`config.mk`:
```
export PLATFORM = sky130hd
export DESIGN_NAME = booth_multiplier_seq_flat
export DESIGN_NICKNAME = d
export VERILOG_FILES = /design/src/rtl/booth_multiplier_seq_pkg.sv /design/src/rtl/booth_multiplier_seq_if.sv /design/src/rtl/booth_multiplier_seq_step.sv /design/src/rtl/booth_multiplier_seq.sv /design/src/flat_wrapper.sv
export SDC_FILE = /design/constraint.sdc
export NUM_CORES = 1
export LEC_CHECK = 0
export BUFFER_PORTS_ARGS = -buffer_cell sky130_fd_sc_hd__buf_2
export CAP_MARGIN = 20
export CORE_MARGIN = 2
export CORE_UTILIZATION = 50
export CTS_BUF_LIST = sky130_fd_sc_hd__clkbuf_4 sky130_fd_sc_hd__clkbuf_8
export CTS_CLUSTER_DIAMETER = 40
export CTS_CLUSTER_SIZE = 12
export DETAILED_ROUTE_END_ITERATION = 10
export PLACE_DENSITY = 0.71
export SYNTH_ARGS = -nofsm -noshare
export SYNTH_HDL_FRONTEND = slang
export SYNTH_SLANG_ARGS = --single-unit
```
`constraint.sdc`:
```
create_clock -name clk -period 6.5 [get_ports clk]
set_input_delay 1.3 -clock clk [delete_from_list [all_inputs] [get_ports clk]]
set_output_delay 1.3 -clock clk [all_outputs]
set_load 0.02 [all_outputs]
```
`src/rtl/booth_multiplier_seq_pkg.sv`:
```
// rtl/booth_multiplier_seq_pkg.sv - shared types and constants for the sequential Booth multiplier
package booth_pkg;

  typedef enum logic [1:0] {
    IDLE = 2'd0,
    RUN  = 2'd1,
    DONE = 2'd2
  } state_t;

  // Recode of {Q[0], Q_1}; 00 and 11 leave the accumulator untouched.
  localparam logic [1:0] BOOTH_ADD = 2'b01;
  localparam logic [1:0] BOOTH_SUB = 2'b10;

  function automatic int cnt_width(input int width);
    return $clog2(width + 2);
  endfunction

endpackage

```
`src/rtl/booth_multiplier_seq_if.sv`:
```
// rtl/booth_multiplier_seq_if.sv - operand/product handshake bundle for booth_multiplier_seq
interface booth_multiplier_seq_if #(
  parameter int WIDTH = 8
);

  logic                   in_valid;
  logic                   in_ready;
  logic [WIDTH-1:0]       a;
  logic [WIDTH-1:0]       b;
  logic                   signed_mode;
  logic                   out_valid;
  logic                   out_ready;
  logic [2*WIDTH-1:0]     p;
  logic                   busy;

  modport master (
    output in_valid, a, b, signed_mode, out_ready,
    input  in_ready, out_valid, p, busy
  );

  modport slave (
    input  in_valid, a, b, signed_mode, out_ready,
    output in_ready, out_valid, p, busy
  );

endinterface

```
`src/rtl/booth_multiplier_seq_step.sv`:
```
// rtl/booth_multiplier_seq_step.sv - one radix-2 Booth recode/add/arithmetic-shift iteration
module booth_step
  import booth_pkg::*;
#(
  parameter int W = 9
) (
  input  logic [W:0]   acc,
  input  logic [W-1:0] q,
  input  logic         q_1,
  input  logic [W-1:0] m,
  output logic [W:0]   acc_next,
  output logic [W-1:0] q_next,
  output logic         q_1_next
);

  logic [W:0]     m_ext;
  logic [W:0]     sum;
  logic [2*W+1:0] cat;

  assign m_ext = {m[W-1], m};

  always_comb begin
    sum = acc;
    case ({q[0], q_1})
      BOOTH_ADD: sum = acc + m_ext;
      BOOTH_SUB: sum = acc - m_ext;
      default:   sum = acc;
    endcase
  end

  assign cat = {sum, q, q_1};
  assign {acc_next, q_next, q_1_next} = {cat[2*W+1], cat[2*W+1:1]};

endmodule

```
`src/rtl/booth_multiplier_seq.sv`:
```
// rtl/booth_multiplier_seq.sv - multi-cycle Booth multiplier, one iteration per clock, signed/unsigned per op
module booth_multiplier_seq
  import booth_pkg::*;
#(
  parameter int WIDTH = 8
) (
  input logic                  clk,
  input logic                  rst,
  booth_multiplier_seq_if.slave bus
);

  localparam int W  = WIDTH + 1;
  localparam int CW = cnt_width(WIDTH);

  localparam logic [1:0] ST_IDLE = 2'(IDLE);
  localparam logic [1:0] ST_RUN  = 2'(RUN);
  localparam logic [1:0] ST_DONE = 2'(DONE);

  logic [1:0]         state;
  logic [CW-1:0]      cnt;
  logic [W-1:0]       m_q;
  logic [W-1:0]       q_q;
  logic               q1_q;
  logic [W:0]         acc_q;
  logic [2*WIDTH-1:0] p_q;

  logic [W:0]         acc_n;
  logic [W-1:0]       q_n;
  logic               q1_n;
  logic [2*WIDTH-1:0] prod_n;

  booth_step #(.W(W)) u_step (
    .acc      (acc_q),
    .q        (q_q),
    .q_1      (q1_q),
    .m        (m_q),
    .acc_next (acc_n),
    .q_next   (q_n),
    .q_1_next (q1_n)
  );

  // Low 2N bits of {ACC,Q} after the final iteration.
  assign prod_n = {acc_n[WIDTH-2:0], q_n};

  always_ff @(posedge clk) begin
    if (rst) begin
      state <= ST_IDLE;
      cnt   <= '0;
      m_q   <= '0;
      q_q   <= '0;
      q1_q  <= 1'b0;
      acc_q <= '0;
      p_q   <= '0;
    end else begin
      case (state)
        ST_IDLE: begin
          if (bus.in_valid) begin
            m_q   <= bus.signed_mode ? {bus.a[WIDTH-1], bus.a} : {1'b0, bus.a};
            q_q   <= bus.signed_mode ? {bus.b[WIDTH-1], bus.b} : {1'b0, bus.b};
            q1_q  <= 1'b0;
            acc_q <= '0;
            cnt   <= '0;
            state <= ST_RUN;
          end
        end
        ST_RUN: begin
          acc_q <= acc_n;
          q_q   <= q_n;
          q1_q  <= q1_n;
          cnt   <= cnt + CW'(1);
          if (cnt == CW'(W - 1)) begin
            p_q   <= prod_n;
            state <= ST_DONE;
          end
        end
        ST_DONE: begin
          if (bus.out_ready) state <= ST_IDLE;
        end
        default: state <= ST_IDLE;
      endcase
    end
  end

  assign bus.in_ready  = (state == ST_IDLE) && !rst;
  assign bus.out_valid = (state == ST_DONE);
  assign bus.busy      = (state != ST_IDLE);
  assign bus.p         = p_q;

endmodule

```
`src/flat_wrapper.sv`:
```
// flat-port wrapper written by rule: the top's interface ports become plain ports
module booth_multiplier_seq_flat import booth_pkg::*;
#(
  parameter int WIDTH = 8
)
  (clk, rst, bus_in_valid, bus_a, bus_b, bus_signed_mode, bus_out_ready, bus_in_ready, bus_out_valid, bus_p, bus_busy);
  booth_multiplier_seq_if #(.WIDTH(WIDTH)) bus_i ();
  input logic clk;
  input logic rst;
  input wire logic [$bits(bus_i.in_valid)-1:0] bus_in_valid;
  input wire logic [$bits(bus_i.a)-1:0] bus_a;
  input wire logic [$bits(bus_i.b)-1:0] bus_b;
  input wire logic [$bits(bus_i.signed_mode)-1:0] bus_signed_mode;
  input wire logic [$bits(bus_i.out_ready)-1:0] bus_out_ready;
  output wire logic [$bits(bus_i.in_ready)-1:0] bus_in_ready;
  output wire logic [$bits(bus_i.out_valid)-1:0] bus_out_valid;
  output wire logic [$bits(bus_i.p)-1:0] bus_p;
  output wire logic [$bits(bus_i.busy)-1:0] bus_busy;
  assign bus_i.in_valid = bus_in_valid;
  assign bus_i.a = bus_a;
  assign bus_i.b = bus_b;
  assign bus_i.signed_mode = bus_signed_mode;
  assign bus_i.out_ready = bus_out_ready;
  assign bus_in_ready = bus_i.in_ready;
  assign bus_out_valid = bus_i.out_valid;
  assign bus_p = bus_i.p;
  assign bus_busy = bus_i.busy;
  booth_multiplier_seq #(.WIDTH(WIDTH)) u_core (.clk(clk), .rst(rst), .bus(bus_i));
endmodule
```
After elaboration in Yosys (flattened, before gate mapping)
Cells that the tools add are included.
Word-level totals
  register bits after elaboration: 51
  input port bits: 21
  output and inout bits: 19
  logic and storage cells: 42
Operators by class
  $add $sub $neg: 3
  equal/unequal tests: 8
  muxes and demuxes: 15
  reduce and logical (&&, ||, !) cells: 9
Operators by type and width (number)
  one-hot mux 10 bit (2 select lines): 2
  two-way mux 9 bit: 3
  one-hot mux 9 bit (2 select lines): 1
  adder 10 bit: 1
  two-way mux 10 bit: 1
  subtractor 10 bit: 1
  one-hot mux 4 bit (2 select lines): 1
  two-way mux 2 bit: 3
  one-hot mux 2 bit (3 select lines): 1
  AND reduction 2 bit: 3
  adder 4 x 1 -> 4 bit (second input constant): 1
  == test 2 x 1 -> 1 bit (second input constant): 2
  == test 2 bit (second input constant): 2
  == test 4 bit (second input constant): 1
  two-way mux 4 bit: 1
  != test 2 bit (second input constant): 2
  nonzero test 2 bit: 2
  AND reduction 3 bit: 1
  zero test 2 bit: 1
  != test 2 x 1 -> 1 bit (second input constant): 1
  one-hot mux 1 bit (2 select lines): 1
  logical AND 1 bit: 1
  zero test 1 bit: 1
  two-way mux 1 bit: 1

Longest topological paths before layout
  word-level depth: 3
  depth in mapped cells: 13
  gate-level depth less buffers: 13

Modules after synthesis
From an unflattened synthesis, not the netlist that was laid out.
Second synthesis, totals
  cells, all modules: 357
  area, all modules: 3061.7 um2
By module, submodules not included
  booth_multiplier_seq: instances 1, cells an instance 247, area each 2278.4 um2, sequential area each 1021.0 um2
  booth_step: instances 1, cells an instance 110, area each 783.3 um2, sequential area each 0.0 um2

Worst setup path after synthesis
No wires, ideal clock.
  kind: input -> output
  from: in rst
  to: out bus_in_ready
  arrival time: 1942 ps
  required time: 5200 ps
  slack: 3258 ps
  cell stages on the path: 3
  path buffers: 2
  cell sequence: clkbuf_1 -> clkbuf_1 -> nor2_1
On the way
  word-level cells in the longest chain between the ends: 2
RTL lines
  start, declared: line flat_wrapper.sv:9  | input logic rst;
  zero test 1 bit: line booth_multiplier_seq.sv:84  | assign bus.in_ready = (state == ST_IDLE) && !rst;
  logical AND 1 bit: line booth_multiplier_seq.sv:84
  end, declared: line flat_wrapper.sv:15  | output wire logic [$bits(bus_i.in_ready)-1:0] bus_in_ready;
Every way passes these cells.

Worst setup path in the final report
Ends and elaborated chain as after synthesis.

==> impl_metrics.py <==
metrics = {
    "clock_network": {
        "cts_resized": 0,
        "root_buffer": "clkbuf_8",
        "tritoncts": "yes",
        "htreeDepth": 2,
        "clk_pin_slew_worst_paths_ns": 0.09,
        "clk_latency_ns": 0.31,
        "clock_sinks": 50,
        "cts_buffer_depth": 2,
        "holdBufCountCts": 0,
        "postCtsSetupBuffers": 0,
        "cts_buffers": 5,
    },
    "global_routing": {
        "grt_overflow": 0,
        "use_met2": 0.329,
        "grtUsageTotal": 0.208,
        "grt_antenna_before_repair": 0,
        "grt_max_degree": 53,
        "use_met1": 0.283,
        "grt_pass1_wl_um": 10100,
        "grt-busiest-layer": "met2",
        "first_global_vias": 2192,
        "gr-usage-met3": 0.0400,
    },
    "floorplan": {
        "die_area_mm2": 0.00596,
        "die_height_um": 77.2,
        "start_util": 0.521,
        "design.core.area_mm2": 0.00514,
        "fp.dieW_um": 77.2,
        "num_rows": 26,
        "ios": 40,
    },
    "sta": {
        "finalCritPeriodShare": 0.550,
        "setup_tns_ns": 0,
        "max_freq_mhz": 280,
        "hold_violations": 0,
        "slew_viol_final": 0,
        "timing.hold.ws_ns": 0.454,
        "grt_setup_unrepaired": "no",
        "setup_viol": 0,
        "tightest_slew_ns": 0.905,
        "fin_crit_ns": 3.57,
        "final.setup_skew_ns": 0.00908,
        "slew_headroom": 0.396,
    },
    "run_status": {
        "status": "completed",
    },
    "logic_synthesis": {
        "synth.most_common_cell": "nand2_1",
        "ys_seq_elements": 50,
        "seq_area_frac_synth": 0.374,
        "synth_ff_type": "dfxtp_1",
        "syn_area_mm2": 0.00268,
        "synthCells": 347,
        "synth-edff-count": 0,
        "ys_async_sr_fraction": 0,
        "syn_avg_cell_area_um2": 7.72,
        "ys_warn_count": 0,
        "synth_common_cells": "55 x nand2_1, 50 x dfxtp_1, 49 x nor2_1",
        "synth_area_leaders": "dfxtp_1 37%, a21oi_1 8.4%, nand2_1 7.7%",
        "synth_nets": 382,
        "ys_types": 44,
        "synth_top_area_cell": "dfxtp_1",
        "yosysTopAreaCellShare": 0.374,
    },
    "detailed_routing": {
        "drt_pass1_iterations": 4,
        "route.detailed.wl_per_inst_um": 13.0,
        "vias_per_cell": 5.29,
        "drt-total-wl_um": 5770,
        "dr_total_vias": 2350,
        "antenna_left": 0,
        "drc": 0,
        "first_iter_violations": 114,
    },
    "setup_path": {
        "arrival_ns": 2.27,
        "required_ns": 5.20,
        "cp-start-kind": "input port",
        "path_max_fanout": 52,
        "r2r_cells": 9,
        "worstReg2RegStart": "u_core.q_q[0]$_SDFFE_PP0P_",
        "crit_path_start": "rst",
        "criticalPathCategory": "in2out",
        "end_kind": "primary output",
    },
    "place": {
        "gp_congestion": 0.841,
        "dp_hpwl_um": 4090,
        "port_buffers": 39,
    },
    "min_path": {
        "hold_path.class": "reg2reg",
        "hold_depth": 2,
        "hold_path.startpoint": "u_core.bus.p[2]$_SDFFE_PP0P_",
    },
    "layout": {
        "multi_input_area_mm2": 0.00156,
        "syn2layout_area_growth_pct": 11.8,
        "finalNetCount": 409,
        "seqCellArea_mm2": 0.00100,
        "n_antenna_cell": 0,
        "drive_gt1_frac": 0.147,
        "fill_cells": 524,
    },
    "flow_run": {
        "maxCapViolations": 0,
    },
    "power": {
        "power_leakage_nw": 1.22,
        "powerDensity_mw_per_mm2": 247,
        "max-vdd-ir-drop_uv": 125,
    },
}
stage by stage:
stage / instance area [µm²] / total power, W / worst slack [ns] / util / instances
after floorplan: 2680 / 0.000493 / 3.26 / - / 347
after detailed placement: 2890 / 0.000528 / 2.91 / 0.561 / 437
after global placement: 2890 / 0.000525 / 2.90 / 0.561 / 437
after global routing: 2990 / 0.000786 / 2.83 / 0.582 / 444
after CTS: 2990 / 0.000746 / 2.91 / 0.582 / 444
final: 2990 / 0.000740 / 2.93 / 0.582 / 444
report_power, final:
| group | switching, W | leakage [nW] | internal (W) |
|---|---|---|---|
| clock | 0.000104 | 0.0542 | 0.000113 |
| sequential | 0.0000149 | 0.407 | 0.000320 |
| combinational | 0.000105 | 0.755 | 0.0000837 |
worst max-delay path, stage by stage:
cell,delay (ns)
buf_2,0.66
nor2_1,0.11
buf_2,0.19
state kept, by name, indices dropped and copies added, names as in the netlist:
signal,count
u_core.m_q,9
u_core.q_q,9
u_core.q1_q,1
u_core.bus.p,16
u_core.state,2
u_core.cnt,4
u_core.acc_q,9
layer usage:
layer / vias to the layer above / routed length, µm
li1: 1232 / -
met1: 1064 / 2790
met2: 47 / 2650
met3: 7 / 254
met4: 0 / 76
met5: - / 0
path summary, 6_finish.rpt:
kind / to / slack (ns)
hold / removal: u_core.bus.p[2]$_SDFFE_PP0P_ / 0.45
hold reg to reg: u_core.bus.p[2]$_SDFFE_PP0P_ / 0.45
setup reg to reg: u_core.acc_q[7]$_SDFFE_PP0P_ / 3.81
setup / recovery: bus_in_ready / 2.93
kinds of logic (layout without fill, tap and decap cells):
| kind of cell | count (synthesis) | count (layout) | share of synthesized area |
|---|---|---|---|
| and+or+nand+nor | 155 | 155 | 0.267 |
| DFF | 50 | 50 | 0.374 |
| xor gates and xnor gates | 14 | 14 | 0.0458 |
| muxes | 6 | 6 | 0.0234 |
| AOI/OAI and AO/OA | 78 | 78 | 0.177 |
| adders and majority gates | 14 | 14 | 0.0682 |
| buffers and inverters | 30 | 57 | 0.0449 |
area by class of cell:
cell class | count | area share
Clock buffer | 5 | 0.0230
Clock inverter | 2 | 0.0130
Inverter | 10 | 0.0125
Multi-Input combinational cell | 267 | 0.520
Sequential cell | 50 | 0.334
Tap cell | 70 | 0.0293
Timing Repair Buffer | 40 | 0.0677
layout by cell type, fill, tap and decap left out, types with 2 or more instances in the layout:
cell type and n:
o21ai_0 4, inv_1 10, a21oi_1 45, nor2_1 49
a211oi_1 5, a31oi_1 4, nand2_1 55, a311oi_1 5
nand2b_1 4, or3_1 2, o21a_1 2, nand3_1 8
buf_2 39, and2_1 2, xnor2_1 12, dfxtp_1 50
mux2i_1 4, nor3_1 15, clkbuf_8 5, xor2_1 2
ha_1 13, a2bb2oi_1 2, mux2_2 2, nor2b_1 13
(Power assumes the default switching activity.)
